## src/rtl/stopwatch_ctrl.sv

```systemverilog
// Four-digit BCD stopwatch: IDLE/RUN/PAUSE/OVF control FSM with a DIV-cycle prescaler.
// All outputs are registered; the command priority is clear > stop > start.
module stopwatch_ctrl #(
   parameter int unsigned DIV = 10
) (
   input  logic        clk,
   input  logic        reset,
   input  logic        start,
   input  logic        stop,
   input  logic        clear,
   output logic [15:0] count,
   output logic        running,
   output logic        overflow
);

   typedef enum logic [1:0] {
      IDLE,
      RUN,
      PAUSE,
      OVF
   } state_t;

   localparam logic [15:0] LP_PRESC_LAST = 16'(DIV - 1);
   localparam logic [15:0] LP_COUNT_MAX  = 16'h9999;

   state_t      r_state;
   state_t      w_state_nx;
   logic [15:0] r_presc;
   logic [15:0] w_presc_nx;
   logic [15:0] r_count;
   logic [15:0] w_count_nx;
   logic [15:0] w_count_inc;
   logic        r_ovf;
   logic        w_ovf_nx;
   logic        r_running;
   logic        w_wrap;
   logic        w_carry;

   // BCD increment: a carry ripples through every digit in one cycle
   always_comb begin
      w_count_inc = r_count;
      w_carry     = 1'b1;
      for (int unsigned i = 0; i < 4; i++) begin
         if (w_carry) begin
            if (r_count[4*i +: 4] == 4'd9) begin
               w_count_inc[4*i +: 4] = 4'd0;
            end else begin
               w_count_inc[4*i +: 4] = r_count[4*i +: 4] + 4'd1;
               w_carry               = 1'b0;
            end
         end
      end
   end

   assign w_wrap = (r_presc == LP_PRESC_LAST);

   always_comb begin
      w_state_nx = r_state;
      w_presc_nx = r_presc;
      w_count_nx = r_count;
      w_ovf_nx   = r_ovf;
      if (clear) begin
         w_state_nx = IDLE;
         w_presc_nx = '0;
         w_count_nx = '0;
         w_ovf_nx   = 1'b0;
      end else begin
         unique case (r_state)
            IDLE: begin
               if (!stop && start) begin
                  w_state_nx = RUN;
                  w_presc_nx = '0;
               end
            end
            RUN: begin
               if (stop) begin
                  w_state_nx = PAUSE;
               end else if (w_wrap) begin
                  w_presc_nx = '0;
                  if (r_count == LP_COUNT_MAX) begin
                     w_state_nx = OVF;
                     w_ovf_nx   = 1'b1;
                  end else begin
                     w_count_nx = w_count_inc;
                  end
               end else begin
                  w_presc_nx = r_presc + 16'd1;
               end
            end
            PAUSE: begin
               // resume keeps the prescaler phase reached before the pause
               if (!stop && start) begin
                  w_state_nx = RUN;
               end
            end
            OVF: begin
            end
            default: begin
               w_state_nx = IDLE;
            end
         endcase
      end
   end

   always_ff @(posedge clk) begin
      if (!reset) begin
         r_state   <= IDLE;
         r_presc   <= '0;
         r_count   <= '0;
         r_ovf     <= 1'b0;
         r_running <= 1'b0;
      end else begin
         r_state   <= w_state_nx;
         r_presc   <= w_presc_nx;
         r_count   <= w_count_nx;
         r_ovf     <= w_ovf_nx;
         r_running <= (w_state_nx == RUN);
      end
   end

   assign count    = r_count;
   assign running  = r_running;
   assign overflow = r_ovf;

endmodule

```

## config.mk

```make
export PLATFORM = sky130hd
export DESIGN_NAME = stopwatch_ctrl
export DESIGN_NICKNAME = d
export VERILOG_FILES = /design/src/rtl/stopwatch_ctrl.sv
export SDC_FILE = /design/constraint.sdc
export NUM_CORES = 1
export LEC_CHECK = 0
export ABC_AREA = 1
export CORE_MARGIN = 2
export CORE_UTILIZATION = 60
export CTS_CLUSTER_SIZE = 28
export DETAILED_ROUTE_END_ITERATION = 12
export GPL_TIMING_DRIVEN = 0
export PLACE_DENSITY_LB_ADDON = 0.15
export SYNTH_ARGS = -nofsm -noshare
export SYNTH_HDL_FRONTEND = slang
export SYNTH_SLANG_ARGS = --single-unit
```

## constraint.sdc

```tcl
create_clock -name clk -period 4.6 [get_ports clk]
set_input_delay 0.69 -clock clk [delete_from_list [all_inputs] [get_ports clk]]
set_output_delay 0.69 -clock clk [all_outputs]
set_load 0.01 [all_outputs]
```

# [Yosys cells after proc, flatten, opt, wreduce, memory -nomap -nowiden]
# Cells that the tools add are included.
[word_totals] regBits=36 input_bits=5 out_inout_bits=18 elab_cells=58
[op_classes] n_addsub=5 n_eq_ne=11 n_mux=19 bitwise_logic=3 n_reduce_logical=12
[op_table] operator="16-bit two-way mux" n=3
[op_table] operator="16-bit one-hot mux with 2 select lines" n=1
[op_table] operator="16-bit by 1-bit adder with 16-bit output, second input constant" n=1
[op_table] operator="4-bit by 1-bit adder with 4-bit output, second input constant" n=4
[op_table] operator="16-bit == test, second input constant" n=1
[op_table] operator="16-bit by 4-bit == test with 1-bit output, second input constant" n=1
[op_table] operator="4-bit == test, second input constant" n=4
[op_table] operator="4-bit two-way mux" n=4
[op_table] operator="5-bit AND reduction" n=3
[op_table] operator="2-bit two-way mux" n=5
[op_table] operator="4-bit AND reduction" n=2
[op_table] operator="1-bit two-way mux" n=5
[op_table] operator="2-bit by 1-bit == test with 1-bit output, second input constant" n=2
[op_table] operator="2-bit inequality test, second input constant" n=2
[op_table] operator="2-bit one-hot mux with 2 select lines" n=1
[op_table] operator="2-bit OR reduction" n=2
[op_table] operator="1-bit inverter" n=3
[op_table] operator="3-bit AND reduction" n=1
[op_table] operator="2-bit == test, second input constant" n=1
[op_table] operator="2-bit logical NOT" n=1
[op_table] operator="2-bit nonzero test" n=1
[op_table] operator="1-bit logical AND" n=1
[op_table] operator="1-bit logical NOT" n=1

# [Longest topological paths before layout]
# Gate-level depths: netlist (run 1).
[depth] depth_word=7 mapped_depth=11 ltp_nobuf=11

# [Worst setup path before layout (run 1)]
# Ideal clock, no wire load.
[synth_path] path_type="input -> register" from="input port stop" to="register r_presc[12]" setup_ns=0.117 arrival_ns=1.471 required_time_ns=4.483 path_slack_ns=3.012 stages=10 path_buffers=0 path_cell_list="inv_2 > nand2_1 > nand2_2 > nand3_4 > nor2_2 > nand2_1 > nor2_1 > nor2_1 > nor2_1 > nor2_1"
[synth_via] elab_chain_len=4 elab_cells_between_ends=5 classes_between="eq/ne (2); reduce/logical (3)"
[synth_rtl] element="start: declaration" line_no="9" rtl="input logic stop,"
[synth_rtl] element="1-bit logical NOT" line_no="70" rtl="if (!stop && start) begin"
[synth_rtl] element="1-bit logical AND" line_no="70"
[synth_rtl] element="2-bit inequality test (no source line)"
[synth_rtl] element="3-bit AND reduction (no source line) *"
[synth_rtl] element="end signal: assignment" line_no="114" rtl="r_presc <= w_presc_nx;"
[synth_rtl] element="end: declaration" line_no="28" rtl="logic [15:0] r_presc;"
# Mark *: on every way between the ends. The rest lies on a longest branch, timed or not.
# A chain may end at the register's enable or synchronous reset.

# [Worst setup path in the final report (run 1)]
[layout_path] from="register r_count[0], in the netlist count[0]" to="output port count[0]"
[layout_rtl] element="start: declaration" line_no="30" rtl="logic [15:0] r_count;"
[layout_rtl] element="start signal: assignment" line_no="115" rtl="r_count <= w_count_nx;"
[layout_rtl] element="end: declaration" line_no="11" rtl="output logic [15:0] count,"
# No word-level cell between the ends.

==> results.ini, run 1 <==
[run_status]
status=finished clean

[logic_synthesis]
synth-seq-area-share_pct=33.0
async_flop_share_pct=0
yosysUniqueCellTypes=32
avgSynthCellArea_um2=6.80
syn_inst=321
synth_nets=328
yosysWarnings=0
synth_common_cells=nand2_1, nor2_1, inv_1
syn-cell-area_um2=2180
synth_top_cell_area_share_pct=33.0
synth_ff_type=dfxtp_1
synth_top_area_cell=dfxtp_1
synthTopCellsByArea=dfxtp_1, nand2_1, nor2_1
synth-seq-cells=36
synth_edf_count=0
yosysMostFrequentCell=nand2_1

[sta]
finClkSkew_ps=17.2
min_period_over_period_pct=45.2
report.final.setup_viol=0
finalHoldViolCount=0
max_slew_margin_pct=66.8
rsz0062_at_grt=false
fmax_mhz=481
drv_slew=0
setup_tns_ps=0
worst_pin_slew_ps=499
post-route-min-period_ps=2080

[global_routing]
antenna_found_initial=0
grt_pass1_wl_um=8390
grt_pass1_vias=1902
grt_max_degree=12
gr-total-overflow=0
grtUsageTotal_pct=25.5

[critical_path]
criticalPathCategory=reg2out
end_kind=primary output
crit_path_cell_trace=clkdlybuf4s50_1
worstPathMaxFanout=7
slowest_delay_ps=580
cp_top_family=buffers and inverters
worstPathArrival_ps=1390
r2r-start=r_presc[0]$_SDFFE_PP0P_
cp.required_ps=3910
cp_slowest_cell=clkdlybuf4s50_1
cp.buffers_inverters=1
crit_path_start=count[0]$_SDFFE_PP0P_
startpoint_type=register

[routing]
drt.antenna.violating_nets=0
drt_wl_total_um=4790
drc=0
drtIter0Drc=143
wl_per_cell_um=12.1
first_pass_iters=4
num_vias=2076
viasPerCell=5.23

[power_and_ir_drop]
p_leak_nw=0.980
p_int_mw=0.440
clockPowerShare_pct=39.1
ir_drop_mv=0.233
seqPwrFrac_pct=54.1
powerDensity_nw_per_um2=229
p_switching_mw=0.140
switching_share_pct=24.1
combPwrFrac_pct=6.9

[clock_network]
cts_root_buffer=clkbuf_4
h-tree-depth=2
clkTransAtPathRegs_ps=120
insertion_delay_ps=350
cts_tree=built
clock_sinks=36
cts_resized=0
holdBufCountCts=0
cts_setup_buffers=0
cts_buffer_depth=2
numCtsBuffers=5

[min_path]
min_path_type=reg2reg
hold_start=overflow$_SDFFE_PP0P_

[floorplanning]
io_pins=23
die_y_um=64.3
die_area_um2=4140
die_w_um=64.3
initial_core_util_pct=63.9
rows=21
coreArea_um2=3420

[placement]
dp_cells=389
port_buffers=22
gp_congestion=0.912
hpwl_um=3460

[cells_and_area]
syn_to_final_growth_pct=16.2
drive_above_1_share_pct=12.8
nets=357
instances_no_fill=397
n_antenna_cell=0
final_util_pct=74.2

[job]
max_cap_violations=0

==> sequential cells by signal, indices dropped and copies added, names as in the netlist <==
name and flops:
count 16, overflow 1, r_presc 16, r_state 2, running 1
==> layout make-up <==
class | count | area, um2
Sequential cell | 36 | 721
Multi-Input combinational cell | 232 | 1240
Inverter | 48 | 183
Clock inverter | 2 | 35.0
Buffer | 5 | 37.5
Tap cell | 46 | 57.6
Fill cell | 308 | 880
Clock buffer | 6 | 41.3
Timing Repair Buffer | 22 | 220
==> worst paths after layout <==
| check | to | slack (ps) | depth (start not counted) |
|---|---|---|---|
| max | count[0] | 2520 | 1 |
| min | overflow$_SDFFE_PP0P_ | 500 | 2 |
| max reg2reg | r_presc[12]$_SDFFE_PP0P_ | 2730 | 10 |
| min reg2reg | overflow$_SDFFE_PP0P_ | 500 | 2 |
==> cells in the final DEF, fill, tap and decap left out, types with 2 or more instances in the layout <==
master,synthesis,layout
inv_2,5,5
nor2_8,4,4
a31oi_1,2,2
nand4_1,16,16
xor2_1,4,4
inv_1,41,41
nand3_2,2,2
nor2_4,2,2
nor3_2,3,3
buf_6,2,2
nand2_1,71,71
a211oi_2,2,2
a21oi_1,24,24
o21ai_0,9,9
dfxtp_1,36,36
nand2_2,6,6
clkbuf_1,1,2
nand3_1,26,26
nand2_4,3,3
nor2_2,4,4
nor2_1,42,42
nor3_1,5,5
clkbuf_4,0,5
ha_1,2,2
clkdlybuf4s50_1,0,22
==> power by group through the flow <==
stage          Sequential [mW]  Combinational, mW  Clock (mW)
2_1_floorplan            0.321             0.0274           0
3_3_place_gp             0.321             0.0389           0
3_5_place_dp             0.321             0.0398           0
4_1_cts                  0.314             0.0400       0.231
5_1_grt                  0.314             0.0443       0.242
6_report                 0.314             0.0397       0.226
==> kinds of logic (layout without fill, tap and decap cells) <==
family | count (synthesis) | after routing | share of synthesized area, %
and+or+nand+nor | 187 | 187 | 44.2
buffers and inverters | 53 | 83 | 10.1
AOI/OAI and AO/OA | 39 | 39 | 9.92
DFF | 36 | 36 | 33.0
xor gates and xnor gates | 4 | 4 | 1.61
adders and majority gates | 2 | 2 | 1.15
==> routing by layer <==
metal  vias up  GRT usage (%)  wire (um)
met5         -              0          0
met4         0           7.98         64
met3         9           6.16        249
met2        52           38.5       2150
met1       920           36.0       2330
li1       1095              -          -
==> through the flow <==
step	instance area [um2]	worst slack (ps)	hold slack (ps)	power [mW]
after floorplan	2180	3010	469	0.348
after global placement	2460	2260	473	0.359
after detailed placement	2460	2210	477	0.360
after CTS	2540	2480	503	0.585
after global routing	2540	2370	543	0.600
final	2540	2520	498	0.580
(Power assumes the default switching activity.)
==> inputs of run 2 (changes only) <==
--- a/config.mk
+++ b/config.mk
@@ -7,7 +7,7 @@
 export LEC_CHECK = 0
 export ABC_AREA = 1
 export CORE_MARGIN = 2
-export CORE_UTILIZATION = 60
+export CORE_UTILIZATION = 56
 export CTS_CLUSTER_SIZE = 28
 export DETAILED_ROUTE_END_ITERATION = 12
 export GPL_TIMING_DRIVEN = 0
==> constraint.sdc (replaced) <==
create_clock -name clk -period 2.1 [get_ports clk]
set_input_delay 0.315 -clock clk [delete_from_list [all_inputs] [get_ports clk]]
set_output_delay 0.315 -clock clk [all_outputs]
set_load 0.01 [all_outputs]
==> results.ini, run 2 (same netlist as run 1, synthesis figures left out) <==
[cells_and_area]
syn_to_final_growth_pct=17.0  ; was 16.2%
final_util_pct=68.7  ; was 74.2%
final_cell_mix=nand2_1, nor2_1, inv_1, dfxtp_1, nand3_1  ; unchanged
final_common_cell=nand2_1  ; unchanged
drive_above_1_share_pct=12.5  ; was 12.8%
instances_no_fill=399  ; was 397
nets=357  ; unchanged
n_antenna_cell=0  ; unchanged

[run_status]
status=finished clean  ; unchanged

[power_and_ir_drop]
p_switching_mw=0.307  ; was 0.140 mW
seqPwrFrac_pct=53.3  ; was 54.1%
p_leak_nw=0.983  ; was 0.980 nW
clockPowerShare_pct=39.9  ; was 39.1%
p_int_mw=0.981  ; was 0.440 mW
switching_share_pct=23.8  ; was 24.1%
powerDensity_nw_per_um2=504  ; was 229 nW/um2
ir_drop_mv=0.360  ; was 0.233 mV
combPwrFrac_pct=6.7  ; was 6.9%

[sta]
timing.hold.ws_ps=500  ; was 498 ps
report.final.setup_viol=0  ; unchanged
finClkSkew_ps=4.13  ; was 17.2 ps
min_period_over_period_pct=85.8
max_slew_margin_pct=66.7  ; was 66.8%
drv_slew=0  ; unchanged
rsz0062_at_grt=false  ; unchanged
setup_tns_ps=0  ; unchanged
post-route-min-period_ps=1800
worst_pin_slew_ps=499  ; about the same
fmax_mhz=555
finalHoldViolCount=0  ; unchanged
finalWorstSetupSlack_ps=297  ; was 2520 ps

[floorplanning]
die_area_um2=4410  ; was 4140 um2
coreArea_um2=3720  ; was 3420 um2
rows=22  ; was 21
die_w_um=66.4  ; was 64.3 um
initial_core_util_pct=58.7  ; was 63.9%
io_pins=23  ; unchanged
die_y_um=66.4  ; was 64.3 um

[clock_network]
cts_buffer_depth=2  ; unchanged
clkTransAtPathRegs_ps=70  ; was 120 ps
clock_sinks=36  ; unchanged
cts_tree=built  ; unchanged
numCtsBuffers=5  ; unchanged
cts_resized=0  ; unchanged
cts_root_buffer=clkbuf_8  ; was clkbuf_4
insertion_delay_ps=290  ; was 350 ps
h-tree-depth=2  ; unchanged
cts_setup_buffers=0  ; unchanged
holdBufCountCts=0  ; unchanged

[global_routing]
grt_pass1_wl_um=8290  ; was 8390 um
antenna_found_initial=0  ; unchanged
grt_pass1_vias=1866  ; was 1902
grt_max_degree=11  ; was 12
gr-total-overflow=0  ; unchanged
grtUsageTotal_pct=24.1  ; was 25.5%

[critical_path]
cp_slowest_cell=dfxtp_1  ; was clkdlybuf4s50_1
startpoint_type=register  ; unchanged
worstPathArrival_ps=1980  ; was 1390 ps
cp_top_family=simple AND/OR/NAND/NOR gates  ; was buffers and inverters
slowest_delay_ps=410  ; was 580 ps
criticalPathCategory=reg2reg  ; was reg2out
worstPathMaxFanout=5  ; was 7
cp.buffers_inverters=0  ; was 1
crit_path_cell_trace=ha_1, nand2_1, nor2_1, nand3_1, nor2_2, nand2_1, nor2_1, nor2_1, nor2_1, nor2_1  ; was clkdlybuf4s50_1
cp.required_ps=2280  ; was 3910 ps
end_kind=register  ; was primary output
cpMostUsedCell=nor2_1

[placement]
port_buffers=22  ; unchanged
dp_cells=391  ; was 389
dp_slack_ps=99.4  ; was 2210 ps
gp_congestion=0.901  ; was 0.912
hpwl_um=3350  ; was 3460 um

[routing]
drt_wl_total_um=4650  ; was 4790 um
drtIter0Drc=202  ; was 143
first_pass_iters=4  ; unchanged
viasPerCell=5.26  ; was 5.23
wl_per_cell_um=11.6  ; was 12.1 um
num_vias=2097  ; was 2076
drt.antenna.violating_nets=0  ; unchanged
drc=0  ; unchanged

[job]
max_cap_violations=0  ; unchanged

[min_path]
min_path_type=reg2reg  ; unchanged

==> run 2: changes by cell type in the layout (fill, tap and decap cells not counted) <==
cell,before,now
bufinv_16,1,0
clkbuf_4,5,0
clkbuf_1,2,3
clkinv_2,1,0
clkbuf_8,0,6
==> run 2: final timing paths <==
path	to	from	slack (ps)	cells past startpoint
setup / recovery	r_presc[12]$_SDFFE_PP0P_	r_presc[1]$_SDFFE_PP0P_	300	10
setup reg to reg	r_presc[12]$_SDFFE_PP0P_	r_presc[1]$_SDFFE_PP0P_	300	10
hold reg to reg	r_presc[15]$_SDFFE_PP0P_	r_presc[15]$_SDFFE_PP0P_	500	2
hold / removal	r_presc[15]$_SDFFE_PP0P_	r_presc[15]$_SDFFE_PP0P_	500	2
==> run 2: metrics by stage <==
step	power [mW]	instance area [um2]
after global routing	1.34	2550
after CTS	1.30	2550
final	1.29	2550
after detailed placement	0.789	2460
after floorplan	0.762	2180
after global placement	0.788	2460
==> run 2: layer usage <==
| metal | track usage [%] | vias up | wire, um |
|---|---|---|---|
| met5 | 0 | - | 0 |
| met4 | 7.91 | 0 | 63 |
| met3 | 4.77 | 7 | 215 |
| met2 | 36.9 | 51 | 2060 |
| met1 | 33.9 | 943 | 2310 |
| li1 | - | 1096 | - |
==> run 2: area by class of cell <==
type	instances	area, um2
Multi-Input combinational cell	232	1240
Inverter	48	183
Buffer	5	37.5
Clock buffer	8	90.1
Fill cell	339	1160
Sequential cell	36	721
Timing Repair Buffer	22	220
Tap cell	48	60.1
==> run 2: tightest hold or removal path, delay by kind of cell (launching register included) <==
family | cells | cell delay [ps]
AND/OR/NAND/NOR | 1 | 70
AO/OA/AOI/OAI | 1 | 50
flip-flops | 1 | 330
==> run 2: power by group through the flow <==
| stage | logic (mW) | clock network (mW) | registers, mW |
|---|---|---|---|
| final | 0.0867 | 0.514 | 0.687 |
| after CTS | 0.0872 | 0.527 | 0.686 |
| after detailed placement | 0.0870 | 0 | 0.702 |
| after floorplan | 0.0600 | 0 | 0.702 |
| after global routing | 0.0956 | 0.555 | 0.687 |
| after global placement | 0.0857 | 0 | 0.702 |
